[src/rtl/spi_slave_frontend.sv]
// Mode-0 SPI slave front end: oversamples the host pins in the clk domain and bridges
// bytes to/from valid/ready streams, plus rw synchronisation and a registered intr.
`timescale 1ns/1ps

module spi_slave_frontend #(
    parameter int          SYNC_STAGES = 2,
    parameter logic [7:0]  DEFAULT_TX  = 8'h00
) (
    input  logic       clk,
    input  logic       rst,
    input  logic       sck,
    input  logic       cs,
    input  logic       mosi,
    output logic       miso,
    input  logic       rw,
    output logic       intr,
    output logic [7:0] rx_data,
    output logic       rx_valid,
    input  logic       rx_ready,
    output logic       rx_overrun,
    input  logic [7:0] tx_data,
    input  logic       tx_valid,
    output logic       tx_ready,
    output logic       tx_underrun,
    output logic       rw_sync,
    input  logic       intr_req,
    output logic       busy
);

    typedef enum logic {IDLE, ACTIVE} state_t;

    // Pin synchroniser chain, one 4-bit word per stage: {rw, mosi, cs, sck}.
    localparam logic [3:0] SYNC_RST = 4'b0010;

    logic [3:0] sync_q [SYNC_STAGES];

    genvar gi;
    generate
        for (gi = 0; gi < SYNC_STAGES; gi++) begin : g_sync
            always_ff @(posedge clk) begin
                if (rst) begin
                    sync_q[gi] <= SYNC_RST;
                end else if (gi == 0) begin
                    sync_q[gi] <= {rw, mosi, cs, sck};
                end else begin
                    sync_q[gi] <= sync_q[(gi == 0) ? 0 : gi - 1];
                end
            end
        end
    endgenerate

    logic sck_s, cs_s, mosi_s, rw_s;
    assign sck_s  = sync_q[SYNC_STAGES-1][0];
    assign cs_s   = sync_q[SYNC_STAGES-1][1];
    assign mosi_s = sync_q[SYNC_STAGES-1][2];
    assign rw_s   = sync_q[SYNC_STAGES-1][3];

    state_t     state_q, state_d;
    logic       sck_prev_q;
    logic [2:0] bit_cnt_q, bit_cnt_d;
    logic [7:0] rx_shift_q, rx_shift_d;
    logic [7:0] tx_shift_q, tx_shift_d;
    logic       miso_q, miso_d;
    logic [7:0] rx_data_q, rx_data_d;
    logic       rx_valid_q, rx_valid_d;
    logic       rx_overrun_q, rx_overrun_d;
    logic [7:0] hold_q, hold_d;
    logic       hold_full_q, hold_full_d;
    logic       tx_underrun_q, tx_underrun_d;
    logic       intr_q;

    logic sck_rise, sck_fall, load_tx, byte_done;
    assign sck_rise = sck_s & ~sck_prev_q;
    assign sck_fall = ~sck_s & sck_prev_q;

    always_comb begin
        state_d       = state_q;
        bit_cnt_d     = bit_cnt_q;
        rx_shift_d    = rx_shift_q;
        tx_shift_d    = tx_shift_q;
        miso_d        = miso_q;
        rx_data_d     = rx_data_q;
        rx_valid_d    = rx_valid_q;
        rx_overrun_d  = 1'b0;
        hold_d        = hold_q;
        hold_full_d   = hold_full_q;
        tx_underrun_d = 1'b0;
        load_tx       = 1'b0;
        byte_done     = 1'b0;

        case (state_q)
            IDLE: begin
                bit_cnt_d = 3'd0;
                miso_d    = 1'b0;
                if (!cs_s) begin
                    state_d = ACTIVE;
                    load_tx = 1'b1;
                end
            end
            ACTIVE: begin
                // cs release wins over any sck edge seen in the same cycle
                if (cs_s) begin
                    state_d   = IDLE;
                    bit_cnt_d = 3'd0;
                    miso_d    = 1'b0;
                end else if (sck_rise) begin
                    rx_shift_d = {rx_shift_q[6:0], mosi_s};
                    bit_cnt_d  = bit_cnt_q + 3'd1;
                    byte_done  = (bit_cnt_q == 3'd7);
                end else if (sck_fall) begin
                    if (bit_cnt_q != 3'd0) begin
                        tx_shift_d = {tx_shift_q[6:0], 1'b0};
                        miso_d     = tx_shift_q[6];
                    end else begin
                        load_tx = 1'b1;
                    end
                end
            end
            default: state_d = IDLE;
        endcase

        // A reload decides on the pre-write holding state; a same-cycle write stays pending.
        if (load_tx) begin
            if (hold_full_q) begin
                tx_shift_d  = hold_q;
                miso_d      = hold_q[7];
                hold_full_d = 1'b0;
            end else begin
                tx_shift_d    = DEFAULT_TX;
                miso_d        = DEFAULT_TX[7];
                tx_underrun_d = 1'b1;
            end
        end
        if (tx_valid && !hold_full_q) begin
            hold_d      = tx_data;
            hold_full_d = 1'b1;
        end

        if (rx_valid_q && rx_ready) begin
            rx_valid_d = 1'b0;
        end
        if (byte_done) begin
            if (rx_valid_q && !rx_ready) begin
                rx_overrun_d = 1'b1;
            end else begin
                rx_data_d  = {rx_shift_q[6:0], mosi_s};
                rx_valid_d = 1'b1;
            end
        end
    end

    always_ff @(posedge clk) begin
        if (rst) begin
            state_q       <= IDLE;
            sck_prev_q    <= 1'b0;
            bit_cnt_q     <= 3'd0;
            rx_shift_q    <= 8'h00;
            tx_shift_q    <= 8'h00;
            miso_q        <= 1'b0;
            rx_data_q     <= 8'h00;
            rx_valid_q    <= 1'b0;
            rx_overrun_q  <= 1'b0;
            hold_q        <= 8'h00;
            hold_full_q   <= 1'b0;
            tx_underrun_q <= 1'b0;
            intr_q        <= 1'b0;
        end else begin
            state_q       <= state_d;
            sck_prev_q    <= sck_s;
            bit_cnt_q     <= bit_cnt_d;
            rx_shift_q    <= rx_shift_d;
            tx_shift_q    <= tx_shift_d;
            miso_q        <= miso_d;
            rx_data_q     <= rx_data_d;
            rx_valid_q    <= rx_valid_d;
            rx_overrun_q  <= rx_overrun_d;
            hold_q        <= hold_d;
            hold_full_q   <= hold_full_d;
            tx_underrun_q <= tx_underrun_d;
            intr_q        <= intr_req;
        end
    end

    assign miso        = miso_q;
    assign intr        = intr_q;
    assign rx_data     = rx_data_q;
    assign rx_valid    = rx_valid_q;
    assign rx_overrun  = rx_overrun_q;
    assign tx_ready    = ~hold_full_q;
    assign tx_underrun = tx_underrun_q;
    assign rw_sync     = rw_s;
    assign busy        = ~cs_s;

endmodule

[config.mk]
export PLATFORM = sky130hd
export DESIGN_NAME = spi_slave_frontend
export DESIGN_NICKNAME = d
export VERILOG_FILES = /design/src/rtl/spi_slave_frontend.sv
export SDC_FILE = /design/constraint.sdc
export NUM_CORES = 1
export LEC_CHECK = 0
export CAP_MARGIN = 20
export CORE_MARGIN = 1.5
export CORE_UTILIZATION = 51
export DETAILED_ROUTE_END_ITERATION = 10
export PLACE_DENSITY = 0.78
export SLEW_MARGIN = 20
export SYNTH_ARGS = -nofsm -noshare
export SYNTH_HDL_FRONTEND = slang
export SYNTH_SLANG_ARGS = --single-unit
[constraint.sdc]
create_clock -name clk -period 1.8 [get_ports clk]
set_input_delay 0.27 -clock clk [delete_from_list [all_inputs] [get_ports clk]]
set_output_delay 0.27 -clock clk [all_outputs]
set_load 0.02 [all_outputs]
Yosys cells after proc, flatten, opt, wreduce, memory -nomap -nowiden:

Memory sizes are Yosys's and may differ from the RTL's.
Index checks and enable logic that the tools add are counted.

* input port bits: 17
* memories kept: 1
* logic and storage cells: 88
* memory bits (writable): 8
* output and inout port bits: 16
* register bits after elaboration: 41

* equality and inequality tests: 7
* reductions and logical operators: 16
* bitwise operators: 12
* add/sub/neg operators: 1
* muxes and demuxes: 38

Memories
* sync_q: words 2, width 4, read ports 2, clocked after Yosys merged registers in 0, write ports 2, line 35 `logic [3:0] sync_q [SYNC_STAGES];`

Operators with widths (count)
* 2-to-1 mux 7 bit: 7
* 2-to-1 mux 1 bit: 24
* 2-to-1 mux 4 bit: 2
* != test 4 x 2 -> 1 bit, second input constant: 2
* NOT 1 bit: 8
* nonzero test 2 bit: 4
* 2-to-1 mux 3 bit: 2
* case mux 3 bit (2 select lines): 1
* AND reduction 3 bit: 2
* AND reduction 5 bit: 1
* != test 2 x 1 -> 1 bit, second input constant: 2
* != test 4 x 3 -> 1 bit, second input constant: 1
* case mux 1 bit (2 select lines): 2
* OR reduction 2 bit: 2
* adder 3 x 1 -> 3 bit, second input constant: 1
* equality test 3 bit, second input constant: 1
* logical AND 1 bit: 3
* != test 3 x 2 -> 1 bit, second input constant: 1
* nonzero test 3 bit: 1
* bitwise AND 1 bit: 2
* logical NOT 1 bit: 2
* bitwise OR 1 bit: 2
* AND reduction 2 bit: 1

Logic depth before layout (Yosys ltp):

Gate-level depths: netlist of the first run.
An unclocked memory read counts as a cell.

* depth in word-level cells: 9
* gate-level depth with buffers: 7
* depth with buffers taken out: 6

Worst setup path after synthesis of the first run:

No wires, ideal clock.

* path kind: register -> register
* start point: register bit_cnt_q[0]
* end point: register tx_shift_q[1]
* arrival time: 1.185 ns
* buffers on the path: 0
* stages on the path, launching flop included: 7
* library setup time: 0.117 ns
* path slack: 0.498 ns
* clock period less this slack: 1.302 ns
* required time: 1.683 ns
* path through: dfxtp_1 > inv_1 > ha_1 > nand4bb_1 > and2_1 > nand2b_1 > a32o_1

* longest elaborated chain between the ends: 8
* elaborated cells on any way between the ends: 13
* classes of those cells: eq/ne: 2; mux: 6; reduce/logical: 5

Ends and longest elaborated chain
* start, declared: line 60 `logic [2:0] bit_cnt_q, bit_cnt_d;`
* start signal, assigned: line 170 `bit_cnt_q <= bit_cnt_d;`
* nonzero test 3 bit *: line 111 `if (bit_cnt_q != 3'd0) begin`
* 2-to-1 mux 1 bit: line 111
* 2-to-1 mux 1 bit: line 110 `end else if (sck_fall) begin`
* 2-to-1 mux 1 bit: line 106 `end else if (sck_rise) begin`
* 2-to-1 mux 1 bit: line 102 `if (cs_s) begin`
* case mux 1 bit (2 select lines): line 91 `case (state_q)`
* != test 2 x 1 -> 1 bit (no line) / nonzero test 2 bit (equally long branches)
* AND reduction 5 bit (no line)
* end signal, assigned: line 172 `tx_shift_q <= tx_shift_d;`
* end, declared: line 62 `logic [7:0] tx_shift_q, tx_shift_d;`

Every way passes the cells marked *; elsewhere a longest branch is shown, timed or not.
A chain may end at the register's enable or synchronous reset.

==> results.py, run 1 <==
metrics = {
    "cells_and_area": {
        "syn_to_final_growth_pct": 24.6,
        "num-nets-final": 246,
        "diodes": 0,
        "drive_above_1_share": 0.0661,
    },
    "clocking": {
        "post_cts_resized": 0,
        "clkTransAtPathRegs_ns": 0.12,
        "clock_path_buffers": 2,
        "cts_tree": "done",
        "clock_latency_ns": 0.37,
        "clock_sinks": 49,
        "numCtsBuffers": 5,
        "cts_root_buf": "clkbuf_4",
        "holdBufCountCts": 0,
        "htree_num_levels": 2,
        "postCtsSetupBuffers": 0,
    },
    "drt": {
        "drt_wl_total_mm": 3.26,
        "vias": 1366,
        "first_iter_violations": 51,
        "final_antenna_net_count": 0,
        "first_pass_iters": 4,
        "wire_per_inst_microns": 11.9,
        "vias_per_cell": 5.00,
        "drc": 0,
    },
    "global_route": {
        "grtUsageTotal": 0.188,
        "grt_max_degree": 27,
        "overflow": 0,
        "grt_pass1_wl_mm": 5.82,
        "grt_pass1_vias": 1385,
        "antenna_found_initial": 0,
    },
    "setup_path": {
        "required_ns": 1.53,
        "cp_slowest_cell": "clkdlybuf4s50_1",
        "ff2ff_setup_slack_ns": 0.34,
        "crit_fanout": 4,
        "cp.arrival_ns": 1.43,
        "crit_path_start_kind": "flop",
        "worst_path_largest_cell_delay_ns": 0.61,
        "cp.depth": 2,
        "r2r_start": "bit_cnt_q[0]",
        "cp_cell_sequence": "inv_1, clkdlybuf4s50_1",
        "rr_endpoint": "tx_shift_q[2]",
        "critPathBufInv": 2,
        "end_kind": "output pin",
        "endpoint": "busy",
        "rr_worst_depth": 6,
        "crit_path_start": "sync_q[1][1]",
        "critPathTopFamily": "buffers and inverters",
        "path_class": "reg2out",
    },
    "yosys": {
        "syn_area_sq_mm": 0.00182,
        "synth_edf_count": 0,
        "netlist_instances": 192,
        "yosysWarnings": 0,
        "avgSynthCellArea_sq_um": 9.48,
        "synth.distinct_cells": 29,
        "async_flop_share": 0,
        "synth_top_flop_cell": "dfxtp_1",
        "synth_seq_cells": 49,
        "netlist.area_leader.share": 0.539,
        "synth_common_cells": "dfxtp_1 (49), nand2_1 (29), nor2_1 (26)",
        "ys_seq_area_frac": 0.539,
        "syn-num-nets": 212,
        "yosys-top-cells-area": "dfxtp_1 (54%), mux2i_1 (8.8%), nand2_1 (6.0%), nor2_1 (5.4%), nor2b_1 (3.4%)",
        "synth.most_common_cell": "dfxtp_1",
        "yosysTopAreaCell": "dfxtp_1",
    },
    "floorplan": {
        "core_area_sq_mm": 0.00339,
        "die_h_microns": 62.7,
        "io_pins": 33,
        "die_w_microns": 62.7,
        "initial_core_util": 0.537,
        "die_area_sq_mm": 0.00393,
        "row_count": 21,
    },
    "power": {
        "total_power_w": 0.00193,
        "pwr-share-clk": 0.344,
        "powerDensity_mw_per_mm2": 853,
        "cellLeakagePower_nw": 0.842,
        "p_comb_frac": 0.073,
        "peakVddDrop_uv": 527,
        "p_sw_w": 0.000411,
        "pwr-share-seq": 0.583,
        "swShare": 0.213,
        "internal_power_w": 0.00152,
    },
    "timing": {
        "drv_slew": 0,
        "slew_headroom": 0.754,
        "finalCriticalPeriod_ns": 1.70,
        "hold_violations": 0,
        "grt_setup_unrepaired": "no",
        "fin_ws_ns": 0.100,
        "max_freq_mhz": 588,
        "setup_viol": 0,
        "skew_ns": 0.0130,
        "setup-tns-final_ns": 0,
        "fin_crit_sh": 0.944,
        "tightest_slew_ns": 0.369,
    },
    "hold_path": {
        "hold_class": "reg2reg",
    },
    "job": {
        "cap_violations": 0,
    },
    "status": {
        "outcome": "finished clean",
    },
    "placed_design": {
        "dpl.hpwl_mm": 2.47,
        "portBuffers": 32,
        "place_ws_ns": 0.272,
        "place_congestion": 0.859,
    },
}
==> through the flow <==
step	hold WS (ns)	area, sq um	instances	util
3_3_place_gp	0.392	2180	265	0.643
2_1_floorplan	0.374	1820	192	-
6_report	0.428	2270	273	0.669
5_1_grt	0.434	2270	273	0.669
4_1_cts	0.426	2270	273	0.669
3_5_place_dp	0.400	2180	265	0.643
==> power groups by stage <==
| stage | logic (W) | clock network (W) | registers (W) |
|---|---|---|---|
| floorplan | 0.0000766 | 0 | 0.00115 |
| global placement | 0.000138 | 0 | 0.00115 |
| detailed placement | 0.000143 | 0 | 0.00115 |
| CTS | 0.000143 | 0.000685 | 0.00113 |
| global route | 0.000156 | 0.000724 | 0.00113 |
| finish | 0.000141 | 0.000665 | 0.00113 |
==> cell usage in the layout (no fill, tap or decap), types with 2 or more instances in the layout <==
cell type        count
dfxtp_1             49
clkdlybuf4s50_1     32
nand2_1             29
nor2_1              26
mux2i_1             16
a21oi_1             11
nor2b_1             10
nand2b_1             7
clkbuf_4             5
buf_4                5
inv_1                4
nand3_1              4
a311oi_1             4
a32o_1               3
ha_1                 3
and3_1               2
or2_2                2
and2_1               2
==> logic make-up (layout without fill, tap and decap cells) <==
logic type	Yosys count	after routing	synth area share
muxes	16	16	0.0880
adders and majority gates	3	3	0.0206
and+or+nand+nor	87	87	0.227
xor gates and xnor gates	1	1	0.00482
buffers and inverters	14	49	0.0378
DFF	49	49	0.539
AOI/OAI and AO/OA	22	22	0.0825
==> registers in the layout, indices dropped and copies added, names as in the netlist <==
signal       count
rx_overrun       1
tx_shift_q       7
miso             1
hold_full_q      1
tx_underrun      1
rx_shift_q       7
intr             1
state_q          1
rx_valid         1
sck_prev_q       1
hold_q           8
rx_data          8
sync_q           8
bit_cnt_q        3
==> final cells by class <==
class	count	area [sq um]
clock buffers	7	55.1
clock inverters	1	30.0
fillers	291	1120
inverters	4	15.0
multi-input cells	129	769
flip-flops and latches	49	981
well taps	46	57.6
repair buffers	37	358
==> worst min path at each step <==
| stage | start | to | slack [ns] | cells after the start |
|---|---|---|---|---|
| floorplan | cs | sync_q[0][1] | 0.37 | 1 |
| global placement | sync_q[0][1] | sync_q[1][1] | 0.39 | 1 |
| detailed placement | sync_q[0][1] | sync_q[1][1] | 0.40 | 1 |
| CTS | rw | sync_q[0][3] | 0.43 | 2 |
| global route | rw | sync_q[0][3] | 0.43 | 2 |
| finish | sync_q[0][1] | sync_q[1][1] | 0.43 | 1 |
==> routing by layer <==
metal,global-route usage,share of wire
met1,0.215,0.45
met2,0.319,0.49
met3,0.0486,0.043
met4,0.108,0.023
met5,0,0
(Power assumes the default switching activity.)
==> run 2: changes to the inputs <==
--- a/config.mk
+++ b/config.mk
@@ -10,7 +10,7 @@
 export CORE_UTILIZATION = 51
 export DETAILED_ROUTE_END_ITERATION = 10
 export PLACE_DENSITY = 0.78
-export SLEW_MARGIN = 20
+export SKIP_CTS_REPAIR_TIMING = 1
 export SYNTH_ARGS = -nofsm -noshare
 export SYNTH_HDL_FRONTEND = slang
 export SYNTH_SLANG_ARGS = --single-unit
==> results of run 2 <==
No change in the layout: final DEF, timing and power equal those of run 1.
